File: config.mk
export PLATFORM = sky130hd
export DESIGN_NAME = frame_capture_sink_flat
export DESIGN_NICKNAME = d
export VERILOG_FILES = /design/src/rtl/gfx_pkg.sv /design/src/rtl/frame_capture_sink_if.sv /design/src/rtl/frame_capture_bank.sv /design/src/rtl/frame_capture_sink.sv /design/src/flat_wrapper.sv
export SDC_FILE = /design/constraint.sdc
export NUM_CORES = 1
export LEC_CHECK = 0
export BUFFER_PORTS_ARGS = -buffer_cell sky130_fd_sc_hd__buf_4
export CAP_MARGIN = 20
export CORE_UTILIZATION = 50
export DETAILED_ROUTE_END_ITERATION = 8
export GPL_ROUTABILITY_DRIVEN = 0
export PLACE_DENSITY_LB_ADDON = 0.25
export SYNTH_ARGS = -nofsm -noshare
export SYNTH_HDL_FRONTEND = slang
export SYNTH_SLANG_ARGS = --single-unit
File: constraint.sdc
create_clock -name clk -period 2.2 [get_ports clk]
set_input_delay 0.22 -clock clk [delete_from_list [all_inputs] [get_ports clk]]
set_output_delay 0.22 -clock clk [all_outputs]
set_load 0.02 [all_outputs]
File: src/rtl/gfx_pkg.sv
// Shared geometry, widths and capture-state encoding for the rasterizer
// frame capture path.
package gfx_pkg;

  localparam int FB_W  = 8;
  localparam int FB_H  = 8;
  localparam int PIX_W = 4;
  localparam int NPIX  = FB_W * FB_H;
  localparam int ROW_W = $clog2(FB_H);
  localparam int IDX_W = $clog2(NPIX);
  localparam int CNT_W = $clog2(NPIX + 1);

  typedef enum logic [1:0] {
    IDLE    = 2'd0,
    ALIGN   = 2'd1,
    CAPTURE = 2'd2
  } cap_state_e;

  function automatic logic pix_lit(input logic [PIX_W-1:0] pix);
    return |pix;
  endfunction

endpackage

File: src/rtl/frame_capture_sink_if.sv
// Pixel stream, row-read port and frame status bundle between the
// rasterizer/display side (master) and the capture sink (slave).
interface frame_capture_sink_if;
  import gfx_pkg::*;

  logic             frame_start;
  logic [PIX_W-1:0] pixel_data;
  logic             rd_en;
  logic [ROW_W-1:0] rd_row;
  logic [FB_W-1:0]  rd_data;
  logic             rd_valid;
  logic             frame_done;
  logic             frame_abort;
  logic             capture_busy;
  logic [CNT_W-1:0] lit_count;
  logic [7:0]       frame_count;

  modport master (
    output frame_start, pixel_data, rd_en, rd_row,
    input  rd_data, rd_valid, frame_done, frame_abort, capture_busy,
           lit_count, frame_count
  );

  modport slave (
    input  frame_start, pixel_data, rd_en, rd_row,
    output rd_data, rd_valid, frame_done, frame_abort, capture_busy,
           lit_count, frame_count
  );

endinterface

File: src/rtl/frame_capture_bank.sv
// Work/display 8x8 bit buffers: single-bit writes into the work buffer,
// whole-frame commit to the display buffer, and a registered row read.
module frame_capture_bank
  import gfx_pkg::*;
(
  input  logic             clk,
  input  logic             rst_n,
  input  logic             i_wr_en,
  input  logic [IDX_W-1:0] i_wr_idx,
  input  logic             i_wr_bit,
  input  logic             i_commit,
  input  logic             i_rd_en,
  input  logic [ROW_W-1:0] i_rd_row,
  output logic [FB_W-1:0]  o_rd_data,
  output logic             o_rd_valid
);

  logic [NPIX-1:0] r_work;
  logic [NPIX-1:0] w_work_next;
  logic [FB_W-1:0] r_display [FB_H];

  // Commit copies the post-write work image so the final pixel is included.
  always_comb begin
    w_work_next = r_work;
    if (i_wr_en) begin
      w_work_next[i_wr_idx] = i_wr_bit;
    end
  end

  always_ff @(posedge clk or negedge rst_n) begin
    if (!rst_n) begin
      r_work <= '0;
    end else begin
      r_work <= w_work_next;
    end
  end

  genvar gi;
  generate
    for (gi = 0; gi < FB_H; gi++) begin : g_row
      always_ff @(posedge clk or negedge rst_n) begin
        if (!rst_n) begin
          r_display[gi] <= '0;
        end else if (i_commit) begin
          r_display[gi] <= w_work_next[gi*FB_W +: FB_W];
        end
      end
    end
  endgenerate

  // Reads see the display contents from before any commit on the same edge.
  always_ff @(posedge clk or negedge rst_n) begin
    if (!rst_n) begin
      o_rd_data  <= '0;
      o_rd_valid <= 1'b0;
    end else begin
      o_rd_valid <= i_rd_en;
      if (i_rd_en) begin
        o_rd_data <= r_display[i_rd_row];
      end
    end
  end

endmodule

File: src/rtl/frame_capture_sink.sv
// Captures 64-pixel frames from the rasterizer stream into a double-buffered
// 8x8 lit map and publishes per-frame statistics.
module frame_capture_sink
  import gfx_pkg::*;
#(
  parameter int PIXEL_LAG = 1
) (
  input logic                 clk,
  input logic                 rst_n,
  frame_capture_sink_if.slave bus
);

  // Pixel 0 lands PIXEL_LAG edges after the start edge; lags 0 and 1 both
  // go straight to CAPTURE, larger lags spend PIXEL_LAG-1 cycles in ALIGN.
  localparam logic [1:0]       LAG_LOAD = (PIXEL_LAG > 1) ? 2'(PIXEL_LAG - 1) : 2'd0;
  localparam logic [IDX_W-1:0] LAST_IDX = IDX_W'(NPIX - 1);

  cap_state_e       r_state, w_state_next;
  logic [1:0]       r_lag, w_lag_next;
  logic [IDX_W-1:0] r_pix_idx, w_pix_idx_next;
  logic [CNT_W-1:0] r_acc, w_acc_next;
  logic [CNT_W-1:0] r_lit_count, w_lit_count_next;
  logic [7:0]       r_frame_count, w_frame_count_next;
  logic             r_frame_done, w_frame_done_next;
  logic             r_frame_abort, w_frame_abort_next;
  logic             r_busy;
  logic             w_start;
  logic             w_wr_en;
  logic             w_commit;
  logic             w_lit;
  logic [CNT_W-1:0] w_lit_ext;

  assign w_lit     = pix_lit(bus.pixel_data);
  assign w_lit_ext = {{(CNT_W-1){1'b0}}, w_lit};

  always_comb begin
    w_state_next       = r_state;
    w_lag_next         = r_lag;
    w_pix_idx_next     = r_pix_idx;
    w_acc_next         = r_acc;
    w_lit_count_next   = r_lit_count;
    w_frame_count_next = r_frame_count;
    w_frame_done_next  = 1'b0;
    w_frame_abort_next = 1'b0;
    w_start            = 1'b0;
    w_wr_en            = 1'b0;
    w_commit           = 1'b0;

    case (r_state)
      IDLE: begin
        w_start = bus.frame_start;
      end
      ALIGN: begin
        if (bus.frame_start) begin
          w_frame_abort_next = 1'b1;
          w_start            = 1'b1;
        end else begin
          w_lag_next = r_lag - 2'd1;
          if (r_lag <= 2'd1) begin
            w_state_next = CAPTURE;
          end
        end
      end
      CAPTURE: begin
        if (r_pix_idx == LAST_IDX) begin
          // A start on the final pixel chains into the next frame, no abort.
          w_wr_en            = 1'b1;
          w_commit           = 1'b1;
          w_lit_count_next   = r_acc + w_lit_ext;
          w_frame_count_next = r_frame_count + 8'd1;
          w_frame_done_next  = 1'b1;
          w_state_next       = IDLE;
          w_pix_idx_next     = '0;
          w_acc_next         = '0;
          w_start            = bus.frame_start;
        end else if (bus.frame_start) begin
          w_frame_abort_next = 1'b1;
          w_start            = 1'b1;
        end else begin
          w_wr_en        = 1'b1;
          w_pix_idx_next = r_pix_idx + 1'b1;
          w_acc_next     = r_acc + w_lit_ext;
        end
      end
      default: begin
        w_state_next = IDLE;
      end
    endcase

    if (w_start) begin
      w_pix_idx_next = '0;
      w_acc_next     = '0;
      w_lag_next     = LAG_LOAD;
      w_state_next   = (PIXEL_LAG <= 1) ? CAPTURE : ALIGN;
    end
  end

  always_ff @(posedge clk or negedge rst_n) begin
    if (!rst_n) begin
      r_state       <= IDLE;
      r_lag         <= '0;
      r_pix_idx     <= '0;
      r_acc         <= '0;
      r_lit_count   <= '0;
      r_frame_count <= '0;
      r_frame_done  <= 1'b0;
      r_frame_abort <= 1'b0;
      r_busy        <= 1'b0;
    end else begin
      r_state       <= w_state_next;
      r_lag         <= w_lag_next;
      r_pix_idx     <= w_pix_idx_next;
      r_acc         <= w_acc_next;
      r_lit_count   <= w_lit_count_next;
      r_frame_count <= w_frame_count_next;
      r_frame_done  <= w_frame_done_next;
      r_frame_abort <= w_frame_abort_next;
      r_busy        <= (w_state_next != IDLE);
    end
  end

  frame_capture_bank u_bank (
    .clk        (clk),
    .rst_n      (rst_n),
    .i_wr_en    (w_wr_en),
    .i_wr_idx   (r_pix_idx),
    .i_wr_bit   (w_lit),
    .i_commit   (w_commit),
    .i_rd_en    (bus.rd_en),
    .i_rd_row   (bus.rd_row),
    .o_rd_data  (bus.rd_data),
    .o_rd_valid (bus.rd_valid)
  );

  assign bus.frame_done   = r_frame_done;
  assign bus.frame_abort  = r_frame_abort;
  assign bus.capture_busy = r_busy;
  assign bus.lit_count    = r_lit_count;
  assign bus.frame_count  = r_frame_count;

endmodule

File: src/flat_wrapper.sv
// flat-port wrapper written by rule: the top's interface ports become plain ports
module frame_capture_sink_flat import gfx_pkg::*;
#(
  parameter int PIXEL_LAG = 1
)
  (clk, rst_n, bus_frame_start, bus_pixel_data, bus_rd_en, bus_rd_row, bus_rd_data, bus_rd_valid, bus_frame_done, bus_frame_abort, bus_capture_busy, bus_lit_count, bus_frame_count);
  frame_capture_sink_if bus_i ();
  input logic clk;
  input logic rst_n;
  input wire logic [$bits(bus_i.frame_start)-1:0] bus_frame_start;
  input wire logic [$bits(bus_i.pixel_data)-1:0] bus_pixel_data;
  input wire logic [$bits(bus_i.rd_en)-1:0] bus_rd_en;
  input wire logic [$bits(bus_i.rd_row)-1:0] bus_rd_row;
  output wire logic [$bits(bus_i.rd_data)-1:0] bus_rd_data;
  output wire logic [$bits(bus_i.rd_valid)-1:0] bus_rd_valid;
  output wire logic [$bits(bus_i.frame_done)-1:0] bus_frame_done;
  output wire logic [$bits(bus_i.frame_abort)-1:0] bus_frame_abort;
  output wire logic [$bits(bus_i.capture_busy)-1:0] bus_capture_busy;
  output wire logic [$bits(bus_i.lit_count)-1:0] bus_lit_count;
  output wire logic [$bits(bus_i.frame_count)-1:0] bus_frame_count;
  assign bus_i.frame_start = bus_frame_start;
  assign bus_i.pixel_data = bus_pixel_data;
  assign bus_i.rd_en = bus_rd_en;
  assign bus_i.rd_row = bus_rd_row;
  assign bus_rd_data = bus_i.rd_data;
  assign bus_rd_valid = bus_i.rd_valid;
  assign bus_frame_done = bus_i.frame_done;
  assign bus_frame_abort = bus_i.frame_abort;
  assign bus_capture_busy = bus_i.capture_busy;
  assign bus_lit_count = bus_i.lit_count;
  assign bus_frame_count = bus_i.frame_count;
  frame_capture_sink #(.PIXEL_LAG(PIXEL_LAG)) u_core (.clk(clk), .rst_n(rst_n), .bus(bus_i));
endmodule
* Yosys cells after proc, flatten, opt, wreduce, memory -nomap -nowiden
Index checks and enable logic that the tools add are counted.
** Operators by class
- Add/sub/neg operators :: 4
- Order comparisons :: 4
- Equality and inequality tests :: 5
- Mux-type cells :: 33
- Bitwise operators :: 1
- Reductions and logical operators :: 9
** Operator list (number)
- bitwise mux 64 bit :: 1
- 2-to-1 mux 64 bit :: 1
- 2-to-1 mux 7 bit :: 4
- binary-select mux 8 bit (select 3 bit) :: 1
- 2-to-1 mux 6 bit :: 4
- 2-to-1 mux 8 bit :: 2
- 2-to-1 mux 2 bit :: 7
- 2-to-1 mux 1 bit :: 9
- adder 8 x 1 -> 8 bit (second input constant) :: 1
- adder 7 x 1 -> 7 bit :: 1
- < comparator 6 x 7 -> 1 bit (second input constant) :: 1
- adder 6 x 1 -> 6 bit (second input constant) :: 1
- demux 1 bit (select 6 bit) :: 1
- equality test 6 bit (second input constant) :: 1
- greater-or-equal comparator 6 x 1 -> 1 bit (second input constant) :: 1
- case mux 2 bit (3 select lines) :: 1
- AND reduction 2 bit :: 3
- nonzero test 2 bit :: 3
- greater-or-equal comparator 4 bit (second input constant) :: 1
- inverter 3 -> 4 bit :: 1
- OR reduction 4 bit :: 1
- != test 3 x 1 -> 1 bit (second input constant) :: 1
- case mux 1 bit (3 select lines) :: 1
- equality test 2 x 1 -> 1 bit (second input constant) :: 1
- other kinds (7) :: 7
** Word-level totals
- Register bits after elaboration :: 172
- Bits of input ports :: 11
- Output and inout bits :: 27
- Logic and storage cells :: 76

* Longest topological paths before layout
Gate-level depths: netlist (run 1).
- Depth after elaboration :: 6
- Depth in mapped cells :: 10
- Mapped depth without buffers :: 8

* Modules after synthesis
From an unflattened synthesis (run 1), not the netlist that was laid out.
** Unflattened totals
- Cell total of the unflattened synthesis :: 805
- Area, all modules :: 8159.1 sq um
** Modules (own cells, without submodules)
- frame_capture_bank :: instances 1, cells an instance 631, area an instance 6316.1 sq um
- frame_capture_sink :: instances 1, cells an instance 174, area an instance 1843.0 sq um

* Least setup slack after synthesis (run 1)
Ideal clock, no wire load.
- Kind :: input port to flip-flop
- Start :: input port bus_pixel_data[1]
- End :: register u_core.r_acc[6]
- Library setup time :: 121 ps
- Arrival time :: 2190 ps
- Path slack :: -111 ps
- Cell stages on the path :: 9
- Path buffers :: 1
- Cells stage by stage :: nor4_2 > inv_1 > clkbuf_1 > ha_1 > ha_1 > and3_1 > and3_1 > nor2b_1 > a22o_1
** Between the ends
- Word-level cells in the longest chain between the ends :: 6
** Ends and longest elaborated chain
- start: declaration :: RTL line flat_wrapper.sv:11 : input wire logic [$bits(bus_i.pixel_data)-1:0] bus_pixel_data;
- OR reduction 4 bit :: RTL line gfx_pkg.sv:20 : return |pix;
- adder 7 x 1 -> 7 bit :: RTL line frame_capture_sink.sv:82 : w_acc_next = r_acc + w_lit_ext;
- 2-to-1 mux 7 bit :: RTL line frame_capture_sink.sv:76 : end else if (bus.frame_start) begin
- 2-to-1 mux 7 bit :: RTL line frame_capture_sink.sv:65 : if (r_pix_idx == LAST_IDX) begin
- 2-to-1 mux 7 bit :: RTL line frame_capture_sink.sv:49 : case (r_state)
- 2-to-1 mux 7 bit :: RTL line frame_capture_sink.sv:90 : if (w_start) begin
- end signal: assignment :: RTL line frame_capture_sink.sv:113 : r_acc <= w_acc_next;
- end: declaration :: RTL line frame_capture_sink.sv:21 : logic [CNT_W-1:0] r_acc, w_acc_next;
No other way between the ends. The select of a mux whose other input is x is not followed.
A chain may end at the register's enable or synchronous reset.

* Worst setup path after layout (run 1)
- Start :: register u_core.r_state[0]
- End :: register u_core.u_bank.r_display[31] (netlist bit)
** Between the ends
- Word-level cells in the longest chain between the ends :: 3
** Ends and longest elaborated chain
- start: declaration :: RTL line frame_capture_sink.sv:18 : cap_state_e r_state, w_state_next;
- start signal: assignment :: RTL line frame_capture_sink.sv:110 : r_state <= w_state_next;
- equality test 2 bit :: RTL line frame_capture_sink.sv:49
- 2-to-1 mux 1 bit :: RTL line frame_capture_sink.sv:49
- 2-to-1 mux 64 bit :: RTL line frame_capture_bank.sv:25 : if (i_wr_en) begin
- named net u_core.u_bank.w_work_next[39] :: RTL line frame_capture_bank.sv:19 : logic [NPIX-1:0] w_work_next;
- end signal: indexed assignment :: RTL line frame_capture_bank.sv:45 : r_display[gi] <= w_work_next[gi*FB_W +: FB_W];
- end: declaration :: RTL line frame_capture_bank.sv:20 : logic [FB_W-1:0] r_display [FB_H];
The timed path passes the listed nets, and every way through them passes these cells.

==> run summary, run 1 <==
The post-synthesis compound-gate area fraction is 0.114, and the total of buffers placed on input and output ports is 37. Final cycle utilization of the critical path: 0.950. Family with the most delay on the worst path: multiplexers. In the final routed layout, each cell accounts on average for 20.3 um.

The area growth from synthesis to layout was 16.9%; the fraction of synthesized cell area in xor and xnor cells was 0.0147. Counting every sink on the clock net gives 172. After clock tree synthesis, the clock-pin slew on the worst setup and hold paths is 0.06 ns. In this run the remaining antenna-violating nets after routing total 0.

The detailed router finished its first iteration with 385 violations. The initial antenna violation count was 0; the required time of the worst setup path was 2.51 ns. The routed layout has 5267 vias.

The critical path is of the register to register type. VDD sags by at most 0.000656 V. Walking the worst path, the cells encountered are inv_1 > ha_2 > buf_4 > and4_2 > and2_1 > mux2_2 > mux2_2.

The flow ran to the end, and the final reports show no timing, DRC or antenna violations. The number of nets handed over by synthesis was 640. The worst hold path belongs to the class input port to register. A synthesized cell averages 12.5 um^2.

The sequential-to-total area share from yosys stat is 0.556, and the area of the mapped netlist is 0.00774 mm^2. Number of DRC violations after detailed routing: 0. The finished cells cover 0.00904 mm^2. The area fraction of the dominant cell type after synthesis is 0.556.

Based on the critical path, the design can be clocked at up to 0.478 GHz. The logs give 0 for the number of failing setup endpoints in the final timing report and 60 for the maximum number of pins on one net before global-route repair. Between clock sinks in the finished design, the worst skew comes to 0.00694 ns. For the pin with the worst max-slew slack, the measured transition is 0.621 ns.

The fraction of final layout cells with drive strength greater than 1 was 0.323; the height of the chip was 126 um. The fraction of the mapped netlist area in adder cells was 0.0129; the placed wire-length estimate was 11.3 mm. The count of pins over their slew limit came out at 0. The post-layout net count was 681. Counting tap cells, the placed design contains a total of 829 instances. The design draws 7.40 mW.

The tools report the iteration count of the initial detailed-routing pass as 5. Yosys attributes the largest share of cell area to sky130_fd_sc_hd__dfrtp_1, sky130_fd_sc_hd__mux2_2, sky130_fd_sc_hd__a31oi_1, sky130_fd_sc_hd__mux4_2, sky130_fd_sc_hd__a21oi_1. Among the stages of the critical path, the cell type that occurs most often is sky130_fd_sc_hd__mux2_2.

Clock tree root driver cell: sky130_fd_sc_hd__clkbuf_16. The logs give 17.5 mm for the detailed-route wire length and 45 for the count of standard-cell rows. Multiplexer fraction of the synthesized cell area: 0.169.

The first global-routing pass estimated 29.4 mm of wire. The number of hold violations in the final report is 0, and the power per unit of standard cell area is 818 mW/mm^2. The longest clock path from root to sink contains 2 buffers. Overall track demand over capacity in global routing: 0.240. The core region is 0.0151 mm^2. The tools report the worst hold slack across all endpoints as 0.0223 ns. The floorplan step set the die width to 126 um. The end-of-flow core utilization was 0.597; the number of warnings printed during yosys synthesis was 0. Across the run, the number of max-cap violations was 0.

Highest-delay cell along the critical path: sky130_fd_sc_hd__dfrtp_1. The placed instances occupy a cell area of 0.00837 mm^2. 38 I/O pins were placed. The tools report the endpoint type of the worst setup path as a register. Summed over all layers, the global routing overflow is 0. The post-synthesis share of cell area spent on and, or, nand and nor gates is 0.0972, and the number of enable flip-flop cells after synthesis is 0. Yosys mapped the design onto 43 distinct sky130hd cell types. Counting the fill cells in the layout gives 1161. The worst relative slew slack is 0.585, and the average vias per placed instance is 6.11.

Signal arrival time at the worst endpoint: 2.40 ns. Among all flip-flop cells after synthesis, the most frequent one is sky130_fd_sc_hd__dfrtp_1. After synthesis the netlist holds a flip-flop and latch count of 172. STA classifies the critical path startpoint as a register. The tools report the via count of the first global-routing pass as 5391. sky130_fd_sc_hd__dfrtp_1 takes more of the synthesized area than any other cell. Summed over all failing endpoints, the final setup total negative slack is 0 ns. The number of cells produced by synthesis is 621. The peak fanout along the critical path works out to 8. For the finished layout, the period the worst path requires is 2.09 ns.

The die covers 0.0160 mm^2. The run gives 0.511 as the initial core utilization. Post-layout worst setup margin: 0.109 ns. TritonCTS built the clock tree. Setup repair after global routing left no endpoint under its margin. At the placement stage, the worst setup path has a slack of 0.0511 ns.

The critical path contains buffers and inverters numbering 2 combined. The count of cells in the finished layout, fillers not included, comes to 862. In this design, the stage delay of the slowest critical-path cell is 0.37 ns. The main combinational cell family by area after synthesis is multiplexers. 0 antenna diodes ended up in the layout.

Buffers inserted during clock tree synthesis total 17. The maximum level of the CTS H-tree is 4, and the standby leakage power is 4.23 nW. The async set or reset register ratio after synthesis is 1.00. The later-pin clock latency in the skew report came out at 0.43 ns.
final timing paths:
check                                                from                           to  slack (ns)  cells after the start
worst max-delay path                    u_core.r_state[0]  u_core.u_bank.r_display[31]        0.11                      7
worst min-delay path                            bus_rd_en     u_core.u_bank.o_rd_valid        0.02                      1
worst max register to register          u_core.r_state[0]  u_core.u_bank.r_display[31]        0.11                      7
worst min register to register  u_core.bus.frame_count[7]    u_core.bus.frame_count[7]        0.47                      1
max in group asynchronous                           rst_n  u_core.u_bank.r_display[42]        1.17                      3
min in group asynchronous                           rst_n    u_core.bus.frame_count[1]        0.28                      2
area by class of cell:
class | instances | area, um^2 | area share
Clock buffer | 17 | 425 | 0.0470
Clock inverter | 14 | 216 | 0.0239
Inverter | 5 | 18.8 | 0.00207
Multi-Input combinational cell | 388 | 3190 | 0.353
Sequential cell | 172 | 4300 | 0.476
Tap cell | 188 | 235 | 0.0260
Timing Repair Buffer | 78 | 654 | 0.0723
where the power goes:
group          internal, mW  total [mW]  switching [mW]
Combinational         0.285       0.775           0.491
Sequential             3.28        3.34          0.0585
Clock                  2.02        3.29            1.27
Total                  5.58        7.40            1.82
sequential cells by signal (all words and copies together) (netlist names), 2 cells and up:
name	flops
u_core.r_acc	7
u_core.u_bank.r_display	64
u_core.r_lag	2
u_core.bus.lit_count	7
u_core.u_bank.r_work	64
u_core.u_bank.o_rd_data	8
u_core.r_state	2
u_core.bus.frame_count	8
u_core.r_pix_idx	6
cell families after synthesis:
kind of cell	count (synthesis)
AND/OR/NAND/NOR	120
multiplexers	101
XOR/XNOR	13
flip-flops	172
adder cells (fa/ha/maj)	8
buffers and inverters	61
AO/OA/AOI/OAI	146
repair_timing:
action                                 CTS  global route
hold buffers                             1             0
gates resized for setup                  1             4
setup endpoints to repair                1            11
setup buffers                            0             1
endpoints found under the hold margin   40             0
routing by layer:
metal / global-route usage / routed length [um] / vias to the layer above
met4: 0.0765 / 225 / 0
met3: 0.0388 / 623 / 19
met2: 0.382 / 8500 / 133
met1: 0.338 / 8180 / 2724
met5: 0 / 0 / -
li1: - / - / 2391
cells in the final DEF (no fill, tap or decap), types with 12 or more instances in the layout:
master / instances
sky130_fd_sc_hd__xnor2_1: 13
sky130_fd_sc_hd__clkbuf_16: 17
sky130_fd_sc_hd__dfrtp_1: 172
sky130_fd_sc_hd__nor2_1: 21
sky130_fd_sc_hd__a31oi_1: 60
sky130_fd_sc_hd__a21oi_1: 50
sky130_fd_sc_hd__nand2_1: 23
sky130_fd_sc_hd__mux4_2: 16
sky130_fd_sc_hd__mux2_2: 75
sky130_fd_sc_hd__o21ai_0: 13
sky130_fd_sc_hd__nand4_1: 12
sky130_fd_sc_hd__buf_4: 71
synthesized netlist by cell type (3+ instances only):
| master | number |
|---|---|
| sky130_fd_sc_hd__nor4bb_1 | 4 |
| sky130_fd_sc_hd__clkbuf_1 | 26 |
| sky130_fd_sc_hd__nand3_1 | 8 |
| sky130_fd_sc_hd__dfrtp_1 | 172 |
| sky130_fd_sc_hd__ha_1 | 8 |
| sky130_fd_sc_hd__nand4_1 | 12 |
| sky130_fd_sc_hd__a31oi_1 | 60 |
| sky130_fd_sc_hd__nand2b_1 | 4 |
| sky130_fd_sc_hd__o21ai_0 | 13 |
| sky130_fd_sc_hd__a22o_1 | 9 |
| sky130_fd_sc_hd__a41oi_1 | 6 |
| sky130_fd_sc_hd__a21oi_1 | 50 |
| sky130_fd_sc_hd__or2_2 | 3 |
| sky130_fd_sc_hd__mux2i_1 | 9 |
| sky130_fd_sc_hd__buf_2 | 22 |
| sky130_fd_sc_hd__nand2_1 | 23 |
| sky130_fd_sc_hd__xnor2_1 | 13 |
| sky130_fd_sc_hd__nor2_1 | 21 |
| sky130_fd_sc_hd__mux4_2 | 16 |
| sky130_fd_sc_hd__nor2b_1 | 8 |
| sky130_fd_sc_hd__buf_4 | 6 |
| sky130_fd_sc_hd__nor4b_2 | 5 |
| sky130_fd_sc_hd__mux2_2 | 75 |
| sky130_fd_sc_hd__and2_1 | 7 |
| sky130_fd_sc_hd__and4b_1 | 4 |
| sky130_fd_sc_hd__and3_1 | 7 |
| sky130_fd_sc_hd__inv_1 | 5 |
(Power assumes the default switching activity.)
==> inputs of run 2 (changes only) <==
- RECOVER_POWER: not set -> 25
==> run summary, run 2 (synthesis gave the netlist of run 1 again) <==
The hold path depth came out at 3 (was 1). The combined flip-flop and latch cell area came out at 0.00430 mm^2 (unchanged). TritonCTS built the clock tree.

The run gives 0.00319 mm^2 (unchanged) as the area of the multi-input gates. The tools report the overall track demand over capacity in global routing as 0.240 (unchanged). The wire length of the first global-routing pass was 29.4 mm (unchanged); the count of filler cells inserted in the layout was 1166 (was 1161).

Leading cell types in the layout, fill and taps excluded: sky130_fd_sc_hd__dfrtp_1, sky130_fd_sc_hd__mux2_2, sky130_fd_sc_hd__buf_4 (unchanged). The number of buffers added by the clock tree synthesis step is 17 (unchanged). The required time of the worst setup path was 2.51 ns (about the same); the average vias per placed instance was 6.11 (about the same).

The tools report the total die area as 0.0160 mm^2 (unchanged). The maximum number of pins on one net before global-route repair was 60 (unchanged). The amount of wire on met3 after detailed routing was 632 um (was 623 um). The maximum operating frequency came out at 0.479 GHz (was 0.478 GHz). The run gives 172 (unchanged) as the total clock sinks.

For the number of vias after detailed routing, the log shows 5266 (was 5267). The area growth from synthesis to layout came out at 16.4% (was 16.9%). Initial antenna violation count: 0 (unchanged). The average wire per cell in the routed design came out at 20.3 um (about the same). The post-layout worst setup margin was 0.113 ns (was 0.109 ns).

The sum of routed wire segments on met1 was 8.14 mm (was 8.18 mm). The number of primary I/O pins is 38 (unchanged), and the detailed-route wire length is 17.5 mm (about the same). The number of maximum-capacitance constraint violations is 0 (unchanged), and the number of buffers on the longest clock path is 2 (unchanged). The placed wire-length estimate came out at 11.3 mm (unchanged). Start of the worst register-to-register path: u_core.r_state[0] (unchanged). Clock tree root driver cell: sky130_fd_sc_hd__clkbuf_16 (unchanged). The tools report the number of failing setup endpoints in the final timing report as 0 (unchanged). The total congestion overflow came out at 0 (unchanged).

The number of DRC violations after detailed-routing iteration 0 was 378 (was 385); the placeable core region was 0.0151 mm^2 (unchanged). The logs give 8.51 mm (was 8.50 mm) for the routed length on met2 and 0.43 ns (about the same) for the later-pin clock latency in the skew report. The run gives 0.511 (unchanged) as the initial core utilization. Clock transition at the register clock pins on the worst setup and hold paths after CTS: 0.07 ns (was 0.06 ns). The slew at the pin closest to its max-slew limit was 1.07 ns (was 0.621 ns). The tools report the standby leakage power as 4.22 nW (was 4.23 nW). The run gives 0 (unchanged) as the total inserted antenna cells. The logs give 0 (unchanged) for the number of nets still failing antenna checks after routing and 0.11 ns (about the same) for the reg-to-reg setup timing slack.

The run gives 0 ns (unchanged) as the post-route setup TNS. The area after detailed placement was 0.00837 mm^2 (unchanged). The type of the setup path with the least slack is register to register (unchanged). The post-layout net count was 681 (unchanged); the total of buffers placed on input and output ports was 37 (unchanged). The final cycle utilization of the critical path came out at 0.949 (was 0.950). The height of the chip was 126 um (unchanged); the worst-case clock skew was 0.00703 ns (was 0.00694 ns).

The worst hold path class is input port to register (unchanged). The tools report the first element of the critical path as u_core.r_state[0] (unchanged). Start point of the worst min-delay path: bus_frame_start (was bus_rd_en). The run gives 0.0511 ns (unchanged) as the post-placement worst setup slack. Width of the die: 126 um (unchanged).

The run gives 2 (was 0) as the number of DRC violations after detailed routing. Biggest registers after layout: u_core.u_bank.r_display (64), u_core.u_bank.r_work (64) (unchanged). Uppermost signal routing layer after detailed routing: met4 (unchanged). Maximum level of the CTS H-tree: 4 (unchanged).

The reg-to-reg endpoint was u_core.u_bank.r_display[31] (unchanged). The tools report the count of standard-cell rows as 45 (unchanged). The destination of the worst hold path is u_core.bus.frame_abort (was u_core.u_bank.o_rd_valid).

The power per unit of standard cell area came out at 819 mW/mm^2 (was 818 mW/mm^2). The checks that failed: design-rule violations. The worst relative slew slack was 0.288 (was 0.585).

The minimum clock period after layout came out at 2.09 ns (about the same). The fraction of final layout cells with drive strength greater than 1 came out at 0.322 (was 0.323). The endpoint type of the worst setup path is a register (unchanged).

Via count of the first global-routing pass: 5391 (unchanged). The flow ran to the end, but the final reports show violations. The peak fanout along the critical path was 8 (unchanged); the count of pins over their slew limit was 0 (unchanged).

The nature of the critical path startpoint is a register (unchanged). The run gives 7.38 mW (was 7.40 mW) as the overall power consumption. Setup repair after global routing left no endpoint under its margin. The worst reg2reg path depth is 7 (unchanged). Signal arrival time at the worst endpoint: 2.40 ns (about the same).

Iteration count of the initial detailed-routing pass: 6 (was 5). For the number of hold violations in the final report, the log shows 0 (unchanged). The most common cell after layout, fill and taps aside is sky130_fd_sc_hd__dfrtp_1 (unchanged). The post-route standard cell area excluding fillers was 0.00901 mm^2 (was 0.00904 mm^2); the worst ir drop on vdd was 0.000654 V (was 0.000656 V).
-- run 2: cell count changes in the layout (fill, tap and decap cells not counted), sizes merged --
cell / previous run / this run
clkbuf: 17 / 20
buf: 77 / 74
-- run 2: worst max-delay path by stage --
stage | end | cells past startpoint
floorplan | u_core.r_acc[6] | 9
global placement | u_core.u_bank.r_display[23] | 5
detailed placement | u_core.u_bank.r_display[27] | 7
CTS | u_core.u_bank.r_display[20] | 5
global route | u_core.u_bank.r_work[54] | 3
finish | u_core.u_bank.r_display[31] | 7
-- run 2: cell type report --
type                            count  share of cell area
Clock buffer                       17              0.0472
Inverter                            5             0.00208
Tap cell                          188              0.0261
Sequential cell                   172               0.478
Multi-Input combinational cell    388               0.354
Clock inverter                     14              0.0240
Timing Repair Buffer               78              0.0687
-- run 2: power by group --
part / switching (mW) / internal, mW / total, mW / leakage, nW
clock network: 1.26 / 2.02 / 3.28 / 0.319
registers: 0.0589 / 3.28 / 3.34 / 2.31
logic: 0.489 / 0.278 / 0.766 / 1.59
total: 1.81 / 5.57 / 7.38 / 4.22
-- run 2: worst max-delay path, stage by stage (launching register included) --
cell                      delay [ns]
sky130_fd_sc_hd__dfrtp_1        0.37
sky130_fd_sc_hd__inv_1          0.08
sky130_fd_sc_hd__ha_2           0.27
sky130_fd_sc_hd__buf_4          0.17
sky130_fd_sc_hd__and4_2         0.31
sky130_fd_sc_hd__and2_1         0.17
sky130_fd_sc_hd__mux2_2         0.35
sky130_fd_sc_hd__mux2_2         0.26
-- run 2: per-stage QoR --
| stage | std cells | hold WS (ns) | util |
|---|---|---|---|
| 3_3_place_gp | 829 | 0.173 | 0.553 |
| 6_report | 862 | 0.135 | 0.595 |
| 3_5_place_dp | 829 | 0.176 | 0.553 |
| 4_1_cts | 861 | 0.0118 | 0.596 |
| 5_1_grt | 862 | 0.142 | 0.595 |
| 2_1_floorplan | 621 | -0.0756 | - |
-- run 2: routing by layer --
layer / GRT usage / up-vias
met5: 0 / -
met4: 0.0765 / 0
met3: 0.0388 / 19
met2: 0.382 / 133
met1: 0.338 / 2724
li1: - / 2390
-- run 2: what timing repair did --
action,CTS,global route
hold endpoints to repair,40,0
hold buffers,1,0
setup buffers,0,1
endpoints found under the setup margin,1,11
gates resized for setup,1,4
